## config.mk

```make
export PLATFORM = sky130hd
export DESIGN_NAME = bm_dag3_arb_flat
export DESIGN_NICKNAME = d
export VERILOG_FILES = /design/src/rtl/bm_dag3_pkg.sv /design/src/rtl/bm_dag3_arb_if.sv /design/src/rtl/bm_dag3_rr_pick.sv /design/src/rtl/bm_dag3_arb.sv /design/src/flat_wrapper.sv
export SDC_FILE = /design/constraint.sdc
export NUM_CORES = 1
export LEC_CHECK = 0
export CAP_MARGIN = 20
export CORE_MARGIN = 2
export CORE_UTILIZATION = 45
export DETAILED_ROUTE_END_ITERATION = 8
export PLACE_DENSITY = 0.85
export SETUP_SLACK_MARGIN = 0.1
export SYNTH_ARGS = -nofsm -noshare
export SYNTH_HDL_FRONTEND = slang
export SYNTH_SLANG_ARGS = --single-unit
```

## constraint.sdc

```tcl
create_clock -name clock -period 3.5 [get_ports clock]
set_input_delay 0.7 -clock clock [delete_from_list [all_inputs] [get_ports clock]]
set_output_delay 0.7 -clock clock [all_outputs]
set_load 0.01 [all_outputs]
```

## src/rtl/bm_dag3_pkg.sv

```systemverilog
// Shared constants and FSM state type for the round-robin DAG arbiter.
package bm_dag3_pkg;
  localparam int BITS = 2;
  localparam int NREQ = 4;
  localparam int LAT  = 3;
  localparam int IDXW = $clog2(NREQ);

  typedef enum logic [1:0] {IDLE, ACTIVE, DRAIN} state_t;
endpackage

```

## src/rtl/bm_dag3_arb_if.sv

```systemverilog
// Requester/response bundle between operand sources and the DAG arbiter.
interface bm_dag3_arb_if #(
  parameter int BITS = bm_dag3_pkg::BITS,
  parameter int NREQ = bm_dag3_pkg::NREQ
);
  localparam int IW = $clog2(NREQ);

  logic [NREQ-1:0]      req;
  logic [NREQ*BITS-1:0] a_in;
  logic [NREQ*BITS-1:0] b_in;
  logic                 flush;
  logic [NREQ-1:0]      gnt;
  logic                 busy;
  logic                 resp_valid;
  logic [IW-1:0]        resp_id;
  logic [BITS-1:0]      resp_data;
  logic                 flush_done;
  logic [7:0]           issue_count;

  modport master (output req, a_in, b_in, flush,
                  input  gnt, busy, resp_valid, resp_id, resp_data, flush_done, issue_count);
  modport slave  (input  req, a_in, b_in, flush,
                  output gnt, busy, resp_valid, resp_id, resp_data, flush_done, issue_count);
endinterface

```

## src/rtl/bm_dag3_rr_pick.sv

```systemverilog
// Cyclic priority picker: first set req bit at or above ptr, wrapping.
module bm_dag3_rr_pick #(
  parameter int NREQ = bm_dag3_pkg::NREQ,
  parameter int IW   = $clog2(NREQ)
) (
  input  logic [NREQ-1:0] req,
  input  logic [IW-1:0]   ptr,
  input  logic            enable,
  output logic [NREQ-1:0] gnt,
  output logic [IW-1:0]   idx
);
  logic          found;
  logic [IW-1:0] j;

  // NREQ is a power of two, so the IW-bit add wraps the scan for free
  always_comb begin
    gnt   = '0;
    idx   = '0;
    found = 1'b0;
    j     = '0;
    for (int k = 0; k < NREQ; k++) begin
      j = ptr + IW'(k);
      if (enable && !found && req[j]) begin
        found  = 1'b1;
        idx    = j;
        gnt[j] = 1'b1;
      end
    end
  end
endmodule

```

## src/rtl/bm_dag3_arb.sv

```systemverilog
// Round-robin share of a 3-stage XOR/OR/AND pipeline with flush/drain FSM.
// Define BM_DAG3_ARB_STATS_EN to build the saturating issue counter.
module bm_dag3_arb
  import bm_dag3_pkg::*;
#(
  parameter int BITS = bm_dag3_pkg::BITS,
  parameter int NREQ = bm_dag3_pkg::NREQ,
  parameter int LAT  = bm_dag3_pkg::LAT  // datapath below is hard-wired to 3 stages
) (
  input  logic          clock,
  input  logic          reset,
  bm_dag3_arb_if.slave  bus
);
  localparam int IW = $clog2(NREQ);

  state_t                 state, state_n;
  logic                   done_n, flush_done_q;
  logic [IW-1:0]          ptr, pick_idx;
  logic                   issue, post_empty;
  logic [BITS-1:0]        a_sel, b_sel;
  logic [LAT:1]           vld_pipe;
  logic [LAT:1][IW-1:0]   tag_pipe;
  logic [BITS-1:0]        s1_q, a1_q, b1_q, s2_q, a2_q, s3_q;

  bm_dag3_rr_pick #(.NREQ(NREQ), .IW(IW)) u_pick (
    .req    (bus.req),
    .ptr    (ptr),
    .enable ((state != DRAIN) && !bus.flush),
    .gnt    (bus.gnt),
    .idx    (pick_idx)
  );

  assign issue = |bus.gnt;
  assign a_sel = bus.a_in[pick_idx*BITS +: BITS];
  assign b_sel = bus.b_in[pick_idx*BITS +: BITS];
  // Pipeline empty after this edge: nothing entering and nothing moving into stage 2/3
  assign post_empty = !issue && !(|vld_pipe[LAT-1:1]);

  always_ff @(posedge clock or posedge reset) begin
    if (reset) begin
      vld_pipe <= '0;
      tag_pipe <= '0;
      s1_q <= '0; a1_q <= '0; b1_q <= '0;
      s2_q <= '0; a2_q <= '0; s3_q <= '0;
      ptr  <= '0;
    end else begin
      vld_pipe <= {vld_pipe[LAT-1:1], issue};
      tag_pipe <= {tag_pipe[LAT-1:1], pick_idx};
      s1_q <= a_sel ^ b_sel;
      a1_q <= a_sel;
      b1_q <= b_sel;
      s2_q <= s1_q | b1_q;
      a2_q <= a1_q;
      s3_q <= s2_q & a2_q;
      if (issue) ptr <= pick_idx + IW'(1);
    end
  end

  always_ff @(posedge clock or posedge reset) begin
    if (reset) begin
      state        <= IDLE;
      flush_done_q <= 1'b0;
    end else begin
      state        <= state_n;
      flush_done_q <= done_n;
    end
  end

  always_comb begin
    state_n = state;
    done_n  = 1'b0;
    case (state)
      IDLE:    if (bus.flush) state_n = DRAIN;
               else if (issue) state_n = ACTIVE;
      ACTIVE:  if (bus.flush) state_n = DRAIN;
               else if (post_empty) state_n = IDLE;
      DRAIN:   if (!bus.flush && post_empty) begin
                 state_n = IDLE;
                 done_n  = 1'b1;
               end
      default: state_n = IDLE;
    endcase
  end

  assign bus.busy       = (state != IDLE);
  assign bus.resp_valid = vld_pipe[LAT];
  assign bus.resp_id    = tag_pipe[LAT];
  assign bus.resp_data  = s3_q;
  assign bus.flush_done = flush_done_q;

`ifdef BM_DAG3_ARB_STATS_EN
  logic [7:0] issue_cnt_q;
  always_ff @(posedge clock or posedge reset) begin
    if (reset)                              issue_cnt_q <= '0;
    else if (issue && issue_cnt_q != 8'hFF) issue_cnt_q <= issue_cnt_q + 8'd1;
  end
  assign bus.issue_count = issue_cnt_q;
`else
  assign bus.issue_count = 8'd0;
`endif
endmodule

```

## src/flat_wrapper.sv

```systemverilog
// flat-port wrapper written by rule: the top's interface ports become plain ports
module bm_dag3_arb_flat import bm_dag3_pkg::*;
#(
  parameter int BITS = bm_dag3_pkg::BITS,
  parameter int NREQ = bm_dag3_pkg::NREQ,
  parameter int LAT  = bm_dag3_pkg::LAT                                             
)
  (clock, reset, bus_req, bus_a_in, bus_b_in, bus_flush, bus_gnt, bus_busy, bus_resp_valid, bus_resp_id, bus_resp_data, bus_flush_done, bus_issue_count);
  bm_dag3_arb_if #(.BITS(BITS), .NREQ(NREQ)) bus_i ();
  input  logic clock;
  input  logic reset;
  input wire logic [$bits(bus_i.req)-1:0] bus_req;
  input wire logic [$bits(bus_i.a_in)-1:0] bus_a_in;
  input wire logic [$bits(bus_i.b_in)-1:0] bus_b_in;
  input wire logic [$bits(bus_i.flush)-1:0] bus_flush;
  output wire logic [$bits(bus_i.gnt)-1:0] bus_gnt;
  output wire logic [$bits(bus_i.busy)-1:0] bus_busy;
  output wire logic [$bits(bus_i.resp_valid)-1:0] bus_resp_valid;
  output wire logic [$bits(bus_i.resp_id)-1:0] bus_resp_id;
  output wire logic [$bits(bus_i.resp_data)-1:0] bus_resp_data;
  output wire logic [$bits(bus_i.flush_done)-1:0] bus_flush_done;
  output wire logic [$bits(bus_i.issue_count)-1:0] bus_issue_count;
  assign bus_i.req = bus_req;
  assign bus_i.a_in = bus_a_in;
  assign bus_i.b_in = bus_b_in;
  assign bus_i.flush = bus_flush;
  assign bus_gnt = bus_i.gnt;
  assign bus_busy = bus_i.busy;
  assign bus_resp_valid = bus_i.resp_valid;
  assign bus_resp_id = bus_i.resp_id;
  assign bus_resp_data = bus_i.resp_data;
  assign bus_flush_done = bus_i.flush_done;
  assign bus_issue_count = bus_i.issue_count;
  bm_dag3_arb #(.BITS(BITS), .NREQ(NREQ), .LAT(LAT)) u_core (.clock(clock), .reset(reset), .bus(bus_i));
endmodule
```

## After elaboration in Yosys (flattened, before gate mapping)

Index checks and enable logic that the tools add are counted.

| word-level totals | value |
|---|---|
| flip-flop bits (word level) | 26 |
| bits of input ports | 23 |
| output and inout bits | 19 |
| word-level logic and storage cells | 99 |

| cells by class | value |
|---|---|
| $add $sub $neg | 4 |
| order comparisons | 8 |
| eq/ne operators | 6 |
| shifts and indexed selects | 2 |
| mux-type cells | 35 |
| bitwise logic cells | 6 |
| reductions and logical operators | 25 |

Operators with widths:

| operator | count |
|---|---|
| $mux W2 | 9 |
| $mux W4 | 4 |
| $shiftx A8 B4 Y2 | 2 |
| $logic_and A1 B1 Y1 | 14 |
| $mux W1 | 13 |
| $lt A2 B3 Y1 const B | 4 |
| $or A4 B4 Y4 | 3 |
| $bmux W1 S2 | 4 |
| $demux W1 S2 | 4 |
| $ge A2 B1 Y1 const B | 4 |
| $logic_not A1 Y1 | 6 |
| $ne A3 B2 Y1 const B | 2 |
| $pmux W2 S3 | 1 |
| $add A2 B1 Y2 const B | 2 |
| $add A2 B2 Y2 const B | 2 |
| $reduce_or A4 Y1 | 1 |
| $reduce_and A3 Y1 | 1 |
| $and A2 B2 Y2 | 1 |
| $eq A2 B1 Y1 const B | 1 |
| $eq A2 B2 Y1 const B | 1 |
| $logic_not A2 Y1 | 1 |
| $ne A2 B1 Y1 const B | 1 |
| $ne A2 B2 Y1 const B | 1 |
| $or A2 B2 Y2 | 1 |
| 3 further kinds | 3 |

## Longest topological paths before layout

| depth | value |
|---|---|
| depth after elaboration | 22 |
| mapped depth | 10 |
| mapped depth without buffers | 8 |

## By module

Synthesis repeated with hierarchy kept, for this count alone.

| second synthesis, totals | value |
|---|---|
| cell total of the unflattened synthesis | 141 |
| area, all modules | 1,604.0 um^2 |

By module, submodules not included:

| module | instances | cells an instance | area each (um^2) | seq. area each (um^2) |
|---|---|---|---|---|
| bm_dag3_arb | 1 | 67 | 1,003.5 | 650.6 |
| bm_dag3_rr_pick | 1 | 74 | 600.6 | 0.0 |

## Worst setup path after synthesis

Ideal clock, no wire load.

| timing | value |
|---|---|
| kind | reg-to-output |
| start | register u_core.ptr[0] |
| end | output port bus_gnt[3] |
| arrival | 2,332 ps |
| data required time | 2,800 ps |
| slack | 468 ps |
| stages on the path, launching flop included | 8 |
| path buffers | 1 |
| cells stage by stage | dfrtp_1 > buf_6 > inv_1 > ha_1 > mux4_2 > or4b_4 > nor2b_4 > a221o_1 |

| between the ends | value |
|---|---|
| longest elaborated chain between the ends | 16 |
| elaborated cells between the ends (all ways) | 51 |
| classes of those cells | 3 x add/sub; 8 x order compare; 23 x mux; 3 x bitwise; 14 x reduce/logical |

RTL lines:

| what | RTL line | text |
|---|---|---|
| from (decl) | bm_dag3_arb.sv:18 | `logic [IW-1:0] ptr, pick_idx;` |
| from (signal assigned) | bm_dag3_arb.sv:55 | `if (issue) ptr <= pick_idx + IW'(1);` |
| branches (longest 15 deep; another with $lt A2 B3 Y1) | n/a |  |
| $mux W4 (*) | bm_dag3_rr_pick.sv:23 | `if (enable && !found && req[j]) begin` |
| to (decl) | flat_wrapper.sv:16 | `output wire logic [$bits(bus_i.gnt)-1:0] bus_gnt;` |

Every way passes the cells marked *. The select of a mux whose other input is x is not followed.

## Worst setup path in the final report

| timing | value |
|---|---|
| start | input port bus_req[1] |
| end | output port bus_gnt[0] |

| between the ends | value |
|---|---|
| longest elaborated chain between the ends | 16 |
| elaborated cells between the ends (all ways) | 28 |
| classes of those cells | 15 x mux; 3 x bitwise; 10 x reduce/logical |

RTL lines:

| what | RTL line | text |
|---|---|---|
| from (decl) | flat_wrapper.sv:12 | `input wire logic [$bits(bus_i.req)-1:0] bus_req;` |
| $bmux W1 S2 | bm_dag3_rr_pick.sv:23 |  |
| $mux W1 (not written as such) | bm_dag3_rr_pick.sv:23 |  |
| $logic_and A1 B1 Y1 | bm_dag3_rr_pick.sv:23 |  |
| $mux W1 | bm_dag3_rr_pick.sv:23 |  |
| $logic_not A1 Y1 | bm_dag3_rr_pick.sv:23 |  |
| $logic_and A1 B1 Y1 (2 in a row) | bm_dag3_rr_pick.sv:23 |  |
| $mux W1 | bm_dag3_rr_pick.sv:23 |  |
| $logic_not A1 Y1 | bm_dag3_rr_pick.sv:23 |  |
| $logic_and A1 B1 Y1 (2 in a row) | bm_dag3_rr_pick.sv:23 |  |
| $mux W1 | bm_dag3_rr_pick.sv:23 |  |
| $logic_not A1 Y1 | bm_dag3_rr_pick.sv:23 |  |
| $logic_and A1 B1 Y1 (2 in a row) | bm_dag3_rr_pick.sv:23 |  |
| $mux W4 (*) | bm_dag3_rr_pick.sv:23 |  |

Every way passes the cells marked *; elsewhere a longest branch is shown, timed or not. The select of a mux whose other input is x is not followed.

==> qor.txt <==
Cell variety after synth -> 31
fin nets -> 201
grt total ovfl -> 0
pre-CTS WS -> -0.386 ns
initial drt markers -> 41
crit-path most repeated cell -> buf_6
post-DP HPWL -> 2350 µm
number of diodes -> 0
vias in the first global route -> 1138
core area -> 0.00334 mm²
Crit Path Class -> primary input to output port
Max Cap Violations -> 0
peak supply drop -> 245 µV
critical path buffer and inverter count -> 4
Root Buffer -> clkbuf_4
pin count of the biggest net entering global routing -> 27
DRC -> 0
Routed Wire Length -> 2920 µm
antenna-violating nets left -> 0
FMAX -> 0.302 GHz
WL per Instance -> 13.3 µm
top_reg_cell synth -> dfrtp_1
Placer Congestion -> 0.817
CP Capture Type -> output port
most common cell after layout, fill and taps aside -> dfrtp_1
Post-synth EDFFs -> 0
fin crit share -> 94.7%
DR vias -> 1143
Total GRT Usage -> 15.0%
async set or reset register ratio after synthesis -> 100%
area fraction in compound gates after synthesis -> 10.7%
main combinational cell family by area after synthesis -> multiplexers
clock buffer depth -> 2
max incr delay on CP -> 0.57 ns
Synth Register Bits -> 26
die footprint -> 0.00398 mm²
worst hold-check path type -> flip-flop to flip-flop
Clock Skew -> 0.00495 ns
post-synthesis xor/xnor area fraction -> 5.01%
Tmin final -> 3.31 ns
worst-path fanout max -> 5
critical path, cell by cell -> clkdlybuf4s15_1, mux4_2, or4b_4, nor2b_4, buf_6, buf_4, a221o_2, buf_6
Power Density -> 711 mW/mm²
chip width -> 63.1 µm
Lkg Pwr -> 0.917 nW
Buffers on Ports -> 33
Final Hold Slack -> 0.367 ns
final setup violation count -> 0
Reg clk slew, reported paths -> 0.12 ns
Hold-fix buffers, CTS -> 0
yosys warns -> 0
WP data required -> 2.80 ns
worst-path cell with the longest stage delay -> or4b_4
Synth Area in Adders -> 3.18%
post-synthesis mux area share -> 18.5%
commonest non-fill, non-tap cells in the layout -> dfrtp_1 (26), clkdlybuf4s50_1 (25), buf_4 (12)
P&R area growth vs syn -> 30.5%
Skew-Pair Late Insertion Delay -> 0.31 ns
Mean Syn Cell Area -> 12.2 µm²
num ports -> 42
chip height -> 63.1 µm
row count -> 21
Slew @ Worst Pin -> 0.903 ns
CP delay by family, top -> simple AND/OR/NAND/NOR gates
Crit path arrival time -> 2.61 ns
post-synthesis sequential area ratio -> 41.4%
layout cells sized above 1 -> 26.0%
CTS Buf Count -> 3
Final Hold Viols -> 0
status -> finished clean
CTS H-Tree Depth -> 1
CTS tree -> done
initial antenna violation count -> 0
final worst slack -> 0.186 ns
Starting Density -> 47.1%
Syn Inst Count -> 129
drt pass-1 iters -> 5
startpoint types -> primary input
RSZ-0062 raised after global routing -> false
Via density -> 5.22
Final Max Tran Viols -> 0
first-pass GRT wire length -> 4820 µm
simple-gate share of the synthesized area -> 12.3%
Cell Area, Synth -> 0.00157 mm²
CTS sink cnt -> 26
relative slew slack -> 39.7%
==> worst register-to-register path, delay by kind of cell, from the launching register on <==
kind,cells,cell delay [ns]
AND/OR/NAND/NOR,3,0.75
multiplexers,1,0.29
AO/OA/AOI/OAI,2,0.59
buffers and inverters,4,0.50
adder cells (fa/ha/maj),1,0.22
flip-flops,1,0.42
==> synth_stat cells (3+ instances only) <==
| library cell | count | area [µm²] |
|---|---|---|
| xor2_1 | 9 | 78.8 |
| ha_1 | 4 | 50.1 |
| mux4_2 | 8 | 180 |
| a221o_2 | 3 | 33.8 |
| nand3b_1 | 4 | 30.0 |
| a21oi_1 | 6 | 30.0 |
| nand2_1 | 7 | 26.3 |
| or2_2 | 3 | 18.8 |
| dfrtp_1 | 26 | 651 |
| buf_4 | 10 | 75.1 |
| nor2_1 | 4 | 15.0 |
| o21ai_1 | 4 | 20.0 |
| mux2i_1 | 11 | 110 |
| o21a_1 | 3 | 22.5 |
| buf_6 | 4 | 45.0 |
| inv_1 | 4 | 15.0 |
==> final cells by class <==
class	instances	area [µm²]
Fill cell	281	1280
Multi-Input combinational cell	91	827
Sequential cell	26	651
Timing Repair Buffer	48	450
Tap cell	46	57.6
Clock inverter	1	30.0
Clock buffer	3	22.5
Inverter	4	15.0
==> worst paths after layout <==
path,startpoint,to,slack (ns),depth (start not counted)
worst max-delay path,bus_req[1],bus_gnt[0],0.19,8
min in group asynchronous,reset,u_core.tag_pipe[1]$_DFF_PP0_,0.89,2
worst min register to register,u_core.tag_pipe[2]$_DFF_PP0_,u_core.bus.resp_id[0]$_DFF_PP0_,0.37,0
worst min-delay path,u_core.tag_pipe[2]$_DFF_PP0_,u_core.bus.resp_id[0]$_DFF_PP0_,0.37,0
max in group asynchronous,reset,u_core.bus.resp_id[0]$_DFF_PP0_,2.06,2
worst max register to register,u_core.ptr[0]$_DFFE_PP0P_,u_core.state[0]$_DFFE_PP0P_,0.63,11
==> metal layers <==
layer,wire (µm),GRT usage [%]
met5,0,0
met3,217,4.29
met2,1530,27.4
met4,33,3.06
met1,1140,17.5
==> report_power, final <==
group | internal (W) | switching, W
Combinational | 0.000428 | 0.000368
Sequential | 0.000427 | 0.0000435
Clock | 0.000116 | 0.0000774
Total | 0.000970 | 0.000489
==> metrics by stage <==
| stage | cells | setup TNS, ns | utilization (%) | total power [W] | instance area, µm² |
|---|---|---|---|---|---|
| after floorplan | 136 | 0 | - | 0.00103 | 1600 |
| after CTS | 219 | 0 | 60.9 | 0.00145 | 2030 |
| after global routing | 219 | 0 | 61.5 | 0.00155 | 2050 |
| after detailed placement | 213 | -1.50 | 59.1 | 0.00126 | 1970 |
| after global placement | 213 | -1.10 | 59.1 | 0.00122 | 1970 |
| final | 219 | 0 | 61.5 | 0.00146 | 2050 |
==> sequential cells by signal (all words and copies together), names as in the netlist <==
register	count
u_core.a1_q	2
u_core.vld_pipe	3
u_core.tag_pipe	4
u_core.a2_q	2
u_core.s2_q	2
u_core.s1_q	2
u_core.b1_q	2
u_core.ptr	2
u_core.bus.flush_done	1
u_core.state	2
u_core.bus.resp_data	2
u_core.bus.resp_id	2
==> cell families after synthesis <==
logic type | count (synthesis)
other | 1
and+or+nand+nor | 29
muxes | 19
adders and majority gates | 4
buffers and inverters | 19
xor gates and xnor gates | 9
AOI/OAI and AO/OA | 22
DFF | 26
==> timing repair <==
action                                  CTS  global route
resized for setup                        19             6
pin swaps                                 2             2
buffers inserted                          2             0
endpoints found under the setup margin    4             2
Note: power is estimated with default switching activity, not from simulation.
